===== config.mk =====
export PLATFORM = sky130hd
export DESIGN_NAME = int_request_ctrl
export DESIGN_NICKNAME = d
export VERILOG_FILES = /design/src/rtl/int_request_ctrl.sv
export SDC_FILE = /design/constraint.sdc
export NUM_CORES = 1
export LEC_CHECK = 0
export BUFFER_PORTS_ARGS = -buffer_cell sky130_fd_sc_hd__buf_4
export CAP_MARGIN = 10
export CORE_UTILIZATION = 47
export DETAILED_ROUTE_END_ITERATION = 12
export PLACE_DENSITY_LB_ADDON = 0.08
export SLEW_MARGIN = 25
export SYNTH_ARGS = -nofsm -noshare
export SYNTH_HDL_FRONTEND = slang
export SYNTH_SLANG_ARGS = --single-unit

===== constraint.sdc =====
create_clock -name CLK -period 2.2 [get_ports CLK]
set_input_delay 0.22 -clock CLK [delete_from_list [all_inputs] [get_ports CLK]]
set_output_delay 0.22 -clock CLK [all_outputs]
set_load 0.02 [all_outputs]

===== src/rtl/int_request_ctrl.sv =====
// Device-side interrupt request controller: latches device events, picks the highest
// pending source, drives the datapath interrupt request and returns the ISR result.
module int_request_ctrl #(
    parameter int DATA_W      = 16,
    parameter int REQ_TIMEOUT = 64
) (
    input  logic                  CLK,
    input  logic                  Reset,
    input  logic [3:0]            devReq,
    input  logic [4*DATA_W-1:0]   devData,
    output logic                  intWrite,
    output logic [DATA_W-1:0]     intDataIn,
    output logic                  int0,
    output logic                  int1,
    output logic                  intLvl1,
    output logic                  intLvl0,
    input  logic                  intr,
    input  logic [DATA_W-1:0]     intDataOut,
    output logic [3:0]            devAck,
    output logic [DATA_W-1:0]     devRetData,
    output logic                  devRetValid,
    output logic                  dropErr,
    output logic                  busy
);

    localparam int CNT_W = $clog2(REQ_TIMEOUT + 1);

    typedef enum logic [1:0] {IDLE, LOAD, REQ, SERVICE} state_t;

    state_t            state, state_next;
    logic [3:0]        req_sync, req_prev, rise, pending, clr_mask, src_onehot;
    logic [1:0]        src, winner;
    logic [DATA_W-1:0] payload, data_q;
    logic [CNT_W-1:0]  req_cnt;
    logic              intr_prev, repend, timeout, done;

    assign rise       = req_sync & ~req_prev;
    assign src_onehot = 4'b0001 << src;
    assign timeout    = (state == REQ) && !intr && (req_cnt == CNT_W'(REQ_TIMEOUT - 1));
    assign done       = (state == SERVICE) && intr_prev && !intr;
    // A fresh edge from the serviced source during SERVICE must survive the completion clear.
    assign clr_mask   = (timeout || (done && !repend)) ? src_onehot : 4'b0000;
    assign payload    = devData[winner*DATA_W +: DATA_W];

    always_comb begin
        winner = 2'd0;
        for (int i = 0; i < 4; i++) begin
            if (pending[i]) winner = 2'(i);
        end
    end

    always_ff @(posedge CLK or negedge Reset) begin
        if (!Reset) state <= IDLE;
        else        state <= state_next;
    end

    always_comb begin
        state_next = state;
        case (state)
            IDLE:    if (|pending) state_next = LOAD;
            LOAD:    state_next = REQ;
            REQ:     if (intr) state_next = SERVICE;
                     else if (timeout) state_next = IDLE;
            SERVICE: if (done) state_next = IDLE;
            default: state_next = IDLE;
        endcase
    end

    always_comb begin
        intWrite  = (state == LOAD);
        int1      = (state == REQ) && src[1];
        int0      = (state == REQ) && !src[1];
        intLvl1   = (state != IDLE) && src[1];
        intLvl0   = (state != IDLE) && src[0];
        busy      = (state != IDLE);
        intDataIn = data_q;
    end

    always_ff @(posedge CLK or negedge Reset) begin
        if (!Reset) begin
            req_sync    <= '0;
            req_prev    <= '0;
            pending     <= '0;
            src         <= '0;
            data_q      <= '0;
            req_cnt     <= '0;
            intr_prev   <= 1'b0;
            repend      <= 1'b0;
            devAck      <= '0;
            devRetValid <= 1'b0;
            dropErr     <= 1'b0;
            devRetData  <= '0;
        end else begin
            req_sync    <= devReq;
            req_prev    <= req_sync;
            intr_prev   <= intr;
            pending     <= (pending & ~clr_mask) | rise;
            devAck      <= done ? src_onehot : 4'b0000;
            devRetValid <= done;
            dropErr     <= timeout;
            if (done) devRetData <= intDataOut;
            if (state == IDLE && |pending) begin
                src    <= winner;
                data_q <= payload;
            end
            if (state == REQ) req_cnt <= req_cnt + 1'b1;
            else              req_cnt <= '0;
            if (state == REQ)                              repend <= 1'b0;
            else if (state == SERVICE && |(rise & src_onehot)) repend <= 1'b1;
        end
    end

endmodule


Word-level counts from Yosys, hierarchy flattened

Index checks and enable logic that the tools add are counted.
W data, S select, Z words.

Flip-flop bits (word level): 63
Input port bits: 87
Output and inout port bits: 44

Reductions and logical operators: 21
Multiplexer cells: 13
Bitwise operators: 6
Shift operators: 2
Equality and inequality tests: 7
$add $sub $neg: 1

Operators by type and width:

| cell                  | count |
|---|---|
| $shiftx A64 B7 Y16    | 1 |
| $and A4 B4 Y4         | 3 |
| $mux W2               | 6 |
| $logic_and A1 B1 Y1   | 11 |
| $mux W4               | 2 |
| $not A4 Y4            | 2 |
| $pmux W2 S4           | 1 |
| $reduce_or A4 Y1      | 2 |
| $add A7 B1 Y7 const B | 1 |
| $eq A7 B6 Y1 const B  | 1 |
| $mux W7               | 1 |
| $eq A2 B2 Y1 const B  | 2 |
| $ne A2 B2 Y1 const B  | 2 |
| $or A4 B4 Y4          | 1 |
| $reduce_bool A2 Y1    | 2 |
| $shl A1 B2 Y4 const A | 1 |
| $logic_not A1 Y1      | 3 |
| $mux W1               | 3 |
| $ne A3 B3 Y1 const B  | 1 |
| $reduce_and A3 Y1     | 1 |
| $eq A2 B1 Y1 const B  | 1 |
| $logic_not A2 Y1      | 1 |
| $logic_or A1 B1 Y1    | 1 |

Depth between registers and ports, before layout

Gate-level depths: netlist of the first run.

Depth in word-level cells: 9
Gate-level depth with buffers: 7
Mapped depth without buffers: 4

Worst setup path before layout of the first run

No wires, ideal clock.

Path type: register to register
From: register pending[1]
To: register data_q[6] (netlist: intDataIn[6])
Path buffers: 4
Slack: 0.469 ns
Library setup time: 0.082 ns
Arrival time: 1.649 ns
Stages on the path, launching flop included: 8
Path through: dfrtp_1 -> buf_6 -> or4_4 -> buf_6 -> and2_4 -> buf_6 -> buf_6 -> a31oi_1

Longest elaborated chain between the ends: 4
Elaborated cells between the ends (all ways): 6

RTL lines:

| what                   | RTL line | source |
|---|---|---|
| from (decl)            | 31       | `logic [3:0] req_sync, req_prev, rise, pending, clr_mask, src_onehot;` |
| from (signal assigned) | 97       | `pending <= (pending & ~clr_mask) \| rise;` |
| $mux W1                | 48       | `if (pending[i]) winner = 2'(i);` |
| $mux W2 (2 in a row)   | 48       |  |
| $shiftx A64 B7 Y16     | 43       | `assign payload = devData[winner*DATA_W +: DATA_W];` |
| to (signal assigned)   | 104      | `data_q <= payload;` |
| to (decl)              | 33       | `logic [DATA_W-1:0] payload, data_q;` |

Parallel ways exist; a longest one is shown, timed or not.
A chain may end at the register's enable or synchronous reset.

Worst setup path after layout of the first run

From: register state[1]
To: output intLvl0

Longest elaborated chain between the ends: 2

RTL lines:

| what                   | RTL line | source |
|---|---|---|
| from (decl)            | 30       | `state_t state, state_next;` |
| from (signal assigned) | 54       | `else state <= state_next;` |
| $reduce_bool A2 Y1     | 74       | `intLvl0 = (state != IDLE) && src[0];` |
| $logic_and A1 B1 Y1    | 74       |  |
| to (decl)              | 16       | `output logic intLvl0,` |

Every way passes these cells.

==> qor.yml, run 1 <==
status: "complete, no violations"
worst_pin_slew_ps: 805.0
hold_viol_final: 0
postCtsSetupBuffers: 0
drive_gt1_frac: 0.4585
initial_core_util: 0.4929
drt_iter0_drc: 157
min_path_cells: 1
wl_um: 7145
synthFlopType: "dfrtp_1"
slew_violations: 0
die_x_um: 81.26
async_flop_share: 1.000
die_h_um: 81.26
die-area_um2: 6603
grt_util_all_layers: 0.2167
hp-start: "intr"
internal-power_mw: 3.090
grt_pass1_vias: 2399
antenna_cells: 0
cts_resized: 0
fmax_mhz: 563.5
synth_nets: 361
hold_end: "intr_prev$_DFF_PN0_"
core-area_um2: 5991
clk_latency_ps: 320
synth.area.top_cells: "dfrtp_1 (53%), mux2_2 (12%), nand2b_1 (4.2%)"
timing.rr.start: "pending[3]$_DFF_PN0_"
power.leakage_nw: 1.992
tns_ps: 0
antenna_found_initial: 0
grt_max_degree: 64
rows: 28
ys_ff_latch: 63
period_needed_ps: 1775
cts.sink_count: 63
wl_per_cell_um: 14.73
yosysTopAreaCellShare: 0.5339
reg2reg_to: "pending[3]$_DFF_PN0_"
final_nets: 493
crit_type: "flop to output port"
p_sw_frac: 0.3678
grt-ovfl-total: 0
synth_common_cells: "dfrtp_1 (63), mux2_2 (32), a21oi_1 (20), nand2b_1 (20), nand2_1 (18)"
p_comb_frac: 0.427
holdWs_ps: 29.37
cts_tree: "done"
crit_path_max_fanout: 8
synthesis.area_um2: 2953
r2r_cells: 3
max_slew_margin: 0.4633
clk_pin_slew_ps: 70
rrSetupSlack_ps: 590
num_io_pins: 131
htreeDepth: 3
route.detailed.drc: 0
cts_buffer_depth: 2
start_kind: "flop"
synth_cell_types: 39
portBuffers: 130
synth_edf_count: 0
cts_root_buf: "clkbuf_8"
synth-seq-area-share: 0.5339
hold_path.class: "primary input to flop"
power_density_nw_per_um2: 1159
numCtsBuffers: 9
yosysMostFrequentCell: "dfrtp_1"
seq_power_share: 0.365
gp_congestion: 0.7680
synthCells: 273
first_pass_iters: 5
grt_first_pass_wirelength_um: 10890
vias_per_cell: 5.301
ir_drop_mv: 0.7182
drv_cap: 0
critPathCaptureType: "output port"
synth_warnings: 0
crit_required_ps: 1980
dp_hpwl_um: 4824
setup_viol: 0
drt.antenna.violating_nets: 0
synth.avg_cell_area_um2: 10.82
vias: 2571
synth_area_leader_cell: "dfrtp_1"
postCtsHoldBufs: 5
rsz0062_at_grt: "false"
cp.arrival_ps: 1550
pwr-share-clk: 0.208
p_switching_mw: 1.798
min_period_over_period: 0.8066
area_growth_pct: 42.88
skew_ps: 10.47
[area by class of cell]
| cell class | instances | area [um2] |
|---|---|---|
| Fill cell | 461 | 1772 |
| Sequential cell | 63 | 1577 |
| Multi-Input combinational cell | 180 | 1232 |
| Timing Repair Buffer | 141 | 1071 |
| Clock buffer | 11 | 151.4 |
| Tap cell | 75 | 93.84 |
| Clock inverter | 5 | 56.30 |
| Inverter | 10 | 37.54 |
[layout by cell type (no fill, tap or decap), types with 11 or more instances in the layout]
| cell type | n |
|---|---|
| a21oi_1 | 20 |
| a31oi_1 | 17 |
| buf_4 | 136 |
| clkbuf_8 | 11 |
| dfrtp_1 | 63 |
| mux2_2 | 32 |
| nand2_1 | 18 |
| nand2b_1 | 20 |
| nor2_1 | 14 |
| o211ai_1 | 16 |
[stage by stage]
step | setup WS (ps) | cell area [um2] | util | power [mW] | instances
5_1_grt | 310.2 | 4219 | 0.7043 | 5.188 | 485
4_1_cts | 406.0 | 4219 | 0.7043 | 4.939 | 485
6_report | 425.5 | 4219 | 0.7043 | 4.889 | 485
3_5_place_dp | 582.7 | 3961 | 0.6612 | 3.893 | 464
3_3_place_gp | 618.4 | 3961 | 0.6612 | 3.856 | 464
2_1_floorplan | 469.3 | 2953 | - | 3.027 | 273
[worst max-delay path: stages, from the launching register on]
cell and delay, ps:
dfrtp_1 470, nor2_1 350, inv_1 100, and2_1 170, buf_4 150
[metal layers]
metal  vias up  wire length, um  global-route usage
met5         -                0                   0
met4         0               68             0.08393
met3         8              558             0.04382
met2       114             3587              0.3675
met1      1207             2931              0.2698
li1       1242                -                   -
[cells by family (layout without fill, tap and decap cells)]
| kind of cell | count (synthesis) | count (layout) | synth area share |
|---|---|---|---|
| adders and majority gates | 1 | 1 | 0.004237 |
| and+or+nand+nor | 74 | 74 | 0.1326 |
| AOI/OAI and AO/OA | 70 | 70 | 0.1496 |
| muxes | 32 | 32 | 0.1220 |
| DFF | 63 | 63 | 0.5339 |
| xor gates and xnor gates | 3 | 3 | 0.008900 |
| buffers and inverters | 30 | 167 | 0.04872 |
[state kept, by name (all words and copies together), names as in the netlist]
name         cells
state            2
devAck           4
intDataIn       16
pending          4
repend           1
req_sync         4
src              2
devRetValid      1
intr_prev        1
devRetData      16
req_prev         4
req_cnt          7
dropErr          1
[worst max path at each step]
| stage | startpoint | to |
|---|---|---|
| after CTS | state[1]$_DFFE_PN0P_ | intLvl0 |
| after floorplan | pending[1]$_DFF_PN0_ | intDataIn[6]$_DFFE_PN0P_ |
| after detailed placement | pending[1]$_DFF_PN0_ | state[0]$_DFFE_PN0P_ |
| after global placement | pending[1]$_DFF_PN0_ | state[0]$_DFFE_PN0P_ |
| final | state[1]$_DFFE_PN0P_ | intLvl0 |
| after global routing | state[1]$_DFFE_PN0P_ | intLvl0 |
[power groups by stage]
| stage | sequential (mW) | combinational [mW] | clock, mW |
|---|---|---|---|
| 5_1_grt | 1.84 | 2.25 | 1.09 |
| 2_1_floorplan | 2.10 | 0.930 | 0 |
| 3_3_place_gp | 1.79 | 2.06 | 0 |
| 4_1_cts | 1.78 | 2.10 | 1.05 |
| 6_report | 1.79 | 2.09 | 1.02 |
| 3_5_place_dp | 1.80 | 2.09 | 0 |
No activity file was read; power rests on OpenSTA's default activity.
==> run 2: changes to the inputs <==
==> constraint.sdc (replaced) <==
create_clock -name CLK -period 1.8 [get_ports CLK]
set_input_delay 0.18 -clock CLK [delete_from_list [all_inputs] [get_ports CLK]]
set_output_delay 0.18 -clock CLK [all_outputs]
set_load 0.02 [all_outputs]
==> run 2 against run 1 <==
Effect of this change:
- power grew 23%
- clock power rose by 19%
- sequential cell count stayed put
- die area unchanged
- final area is 0.77% higher
- non-clock buffer count increased by 3
- global-route usage is 1.7 points higher
- hold slack gained 35 ps
- setup slack got worse by 260 ps
==> qor.yml, run 2 (synthesis results as in run 1) <==
internal-power_mw: 3.725
layout_common_cells: "buf_4 (137), dfrtp_1 (63), mux2_2 (32), a21oi_1 (20), nand2b_1 (19)"
dp_hpwl_um: 5157
rrSetupSlack_ps: 230
ir_drop_mv: 0.9596
wl_um: 7394
r2r_cells: 5
p_comb_frac: 0.432
htreeDepth: 3
portBuffers: 130
drt.antenna.violating_nets: 0
area_growth_pct: 43.98
cts_buffer_depth: 2
grt_pass1_vias: 2585
fillers: 465
period_needed_ps: 1636
power_density_nw_per_um2: 1413
vias_per_cell: 5.342
start_kind: "primary input"
wl_per_cell_um: 15.15
antenna_found_initial: 0
cp.arrival_ps: 1850
cts.sink_count: 63
pre_cts_ws_ps: 272.4
crit_path_max_fanout: 6
clk_pin_slew_ps: 80
dp_cells: 466
rows: 28
power.leakage_nw: 1.994
route.detailed.drc: 0
min_period_over_period: 0.9089
status: "complete, no violations"
drv_cap: 0
cts_root_buf: "clkbuf_8"
drive_gt1_frac: 0.4649
p_sw_frac: 0.3797
max_slew_margin: 0.4738
crit_type: "primary input to flop"
setup_viol: 0
first_pass_iters: 5
rsz0062_at_grt: "false"
fmax_mhz: 611.2
hold_path.class: "primary input to flop"
antenna_cells: 0
drt_iter0_drc: 147
grt_max_degree: 64
seq_power_share: 0.366
num_io_pins: 131
critPathCaptureType: "flop"
crit_path_end: "pending[3]$_DFF_PN0_"
numCtsBuffers: 9
worst_slack_ps: 164.0
final_core_util: 0.7097
final_common_cell: "buf_4"
die_x_um: 81.26
slew_violations: 0
grt-ovfl-total: 0
die_h_um: 81.26
worst_pin_slew_ps: 789.3
core-area_um2: 5991
holdWs_ps: 64.44
gp_congestion: 0.8411
p_switching_mw: 2.280
final_nets: 496
tns_ps: 0
crit_required_ps: 2010
reg2reg_to: "intDataIn[8]$_DFFE_PN0P_"
clk_latency_ps: 340
die-area_um2: 6603
hold_viol_final: 0
initial_core_util: 0.4929
stdcell_count: 488
grt_util_all_layers: 0.2337
skew_ps: 6.786
grt_first_pass_wirelength_um: 11490
cts_tree: "done"
vias: 2607
pwr-share-clk: 0.202
timing.rr.start: "pending[3]$_DFF_PN0_"
startpoint: "intr"
## run 2: metrics by stage
stage / cell area, um2 / total power [mW]
2_1_floorplan: 2953 / 3.699
4_1_cts: 4247 / 6.044
6_report: 4252 / 6.006
3_3_place_gp: 3989 / 4.737
5_1_grt: 4252 / 6.385
3_5_place_dp: 3989 / 4.806
## run 2: final cells by class
cell class                 instances  area (um2)  area share
timing repair buffer             144        1109      0.2607
tap                               75       93.84     0.02207
clock inverter                     7       73.82     0.01736
clock buffer                       9       123.9     0.02913
sequential                        63        1577      0.3708
multi-input combinational        180        1237      0.2911
inverter                          10       37.54    0.008829
## run 2: power groups by stage
stage                     Combinational, mW  Sequential [mW]  Clock (mW)
after floorplan                        1.14             2.56           0
after global placement                 2.55             2.19           0
after detailed placement               2.59             2.21           0
after CTS                              2.61             2.19        1.24
after global routing                   2.82             2.26        1.31
final                                  2.59             2.20        1.21
## run 2: worst min-delay path by stage
stage	startpoint	slack, ps	endpoint	cells past startpoint
finish	intDataOut[5]	60	devRetData[5]$_DFFE_PN0P_	2
global route	intDataOut[11]	50	devRetData[11]$_DFFE_PN0P_	2
CTS	intDataOut[10]	50	devRetData[10]$_DFFE_PN0P_	2
detailed placement	devReq[0]	290	req_sync[0]$_DFF_PN0_	1
global placement	devReq[0]	290	req_sync[0]$_DFF_PN0_	1
floorplan	Reset	-120	devAck[0]$_DFF_PN0_	0
## run 2: metal layers
layer  track usage  part of all wire
met4        0.1036            0.0085
met5             0                 0
met1        0.2665              0.40
met2        0.4108              0.52
met3       0.05730             0.074
## run 2: worst max-delay path: stages
cell and delay [ps]:
dlygate4sd3_1 540, buf_4 140, or3b_2 530, nor4_1 310, o32ai_1 140
## run 2: timing repair
| action | in CTS | in global routing |
|---|---|---|
| endpoints found under the setup margin | 0 | 2 |
| hold buffers | 6 | 0 |
| hold endpoints to repair | 68 | 0 |
| setup buffers | 0 | 0 |
| gates resized for setup | 0 | 2 |
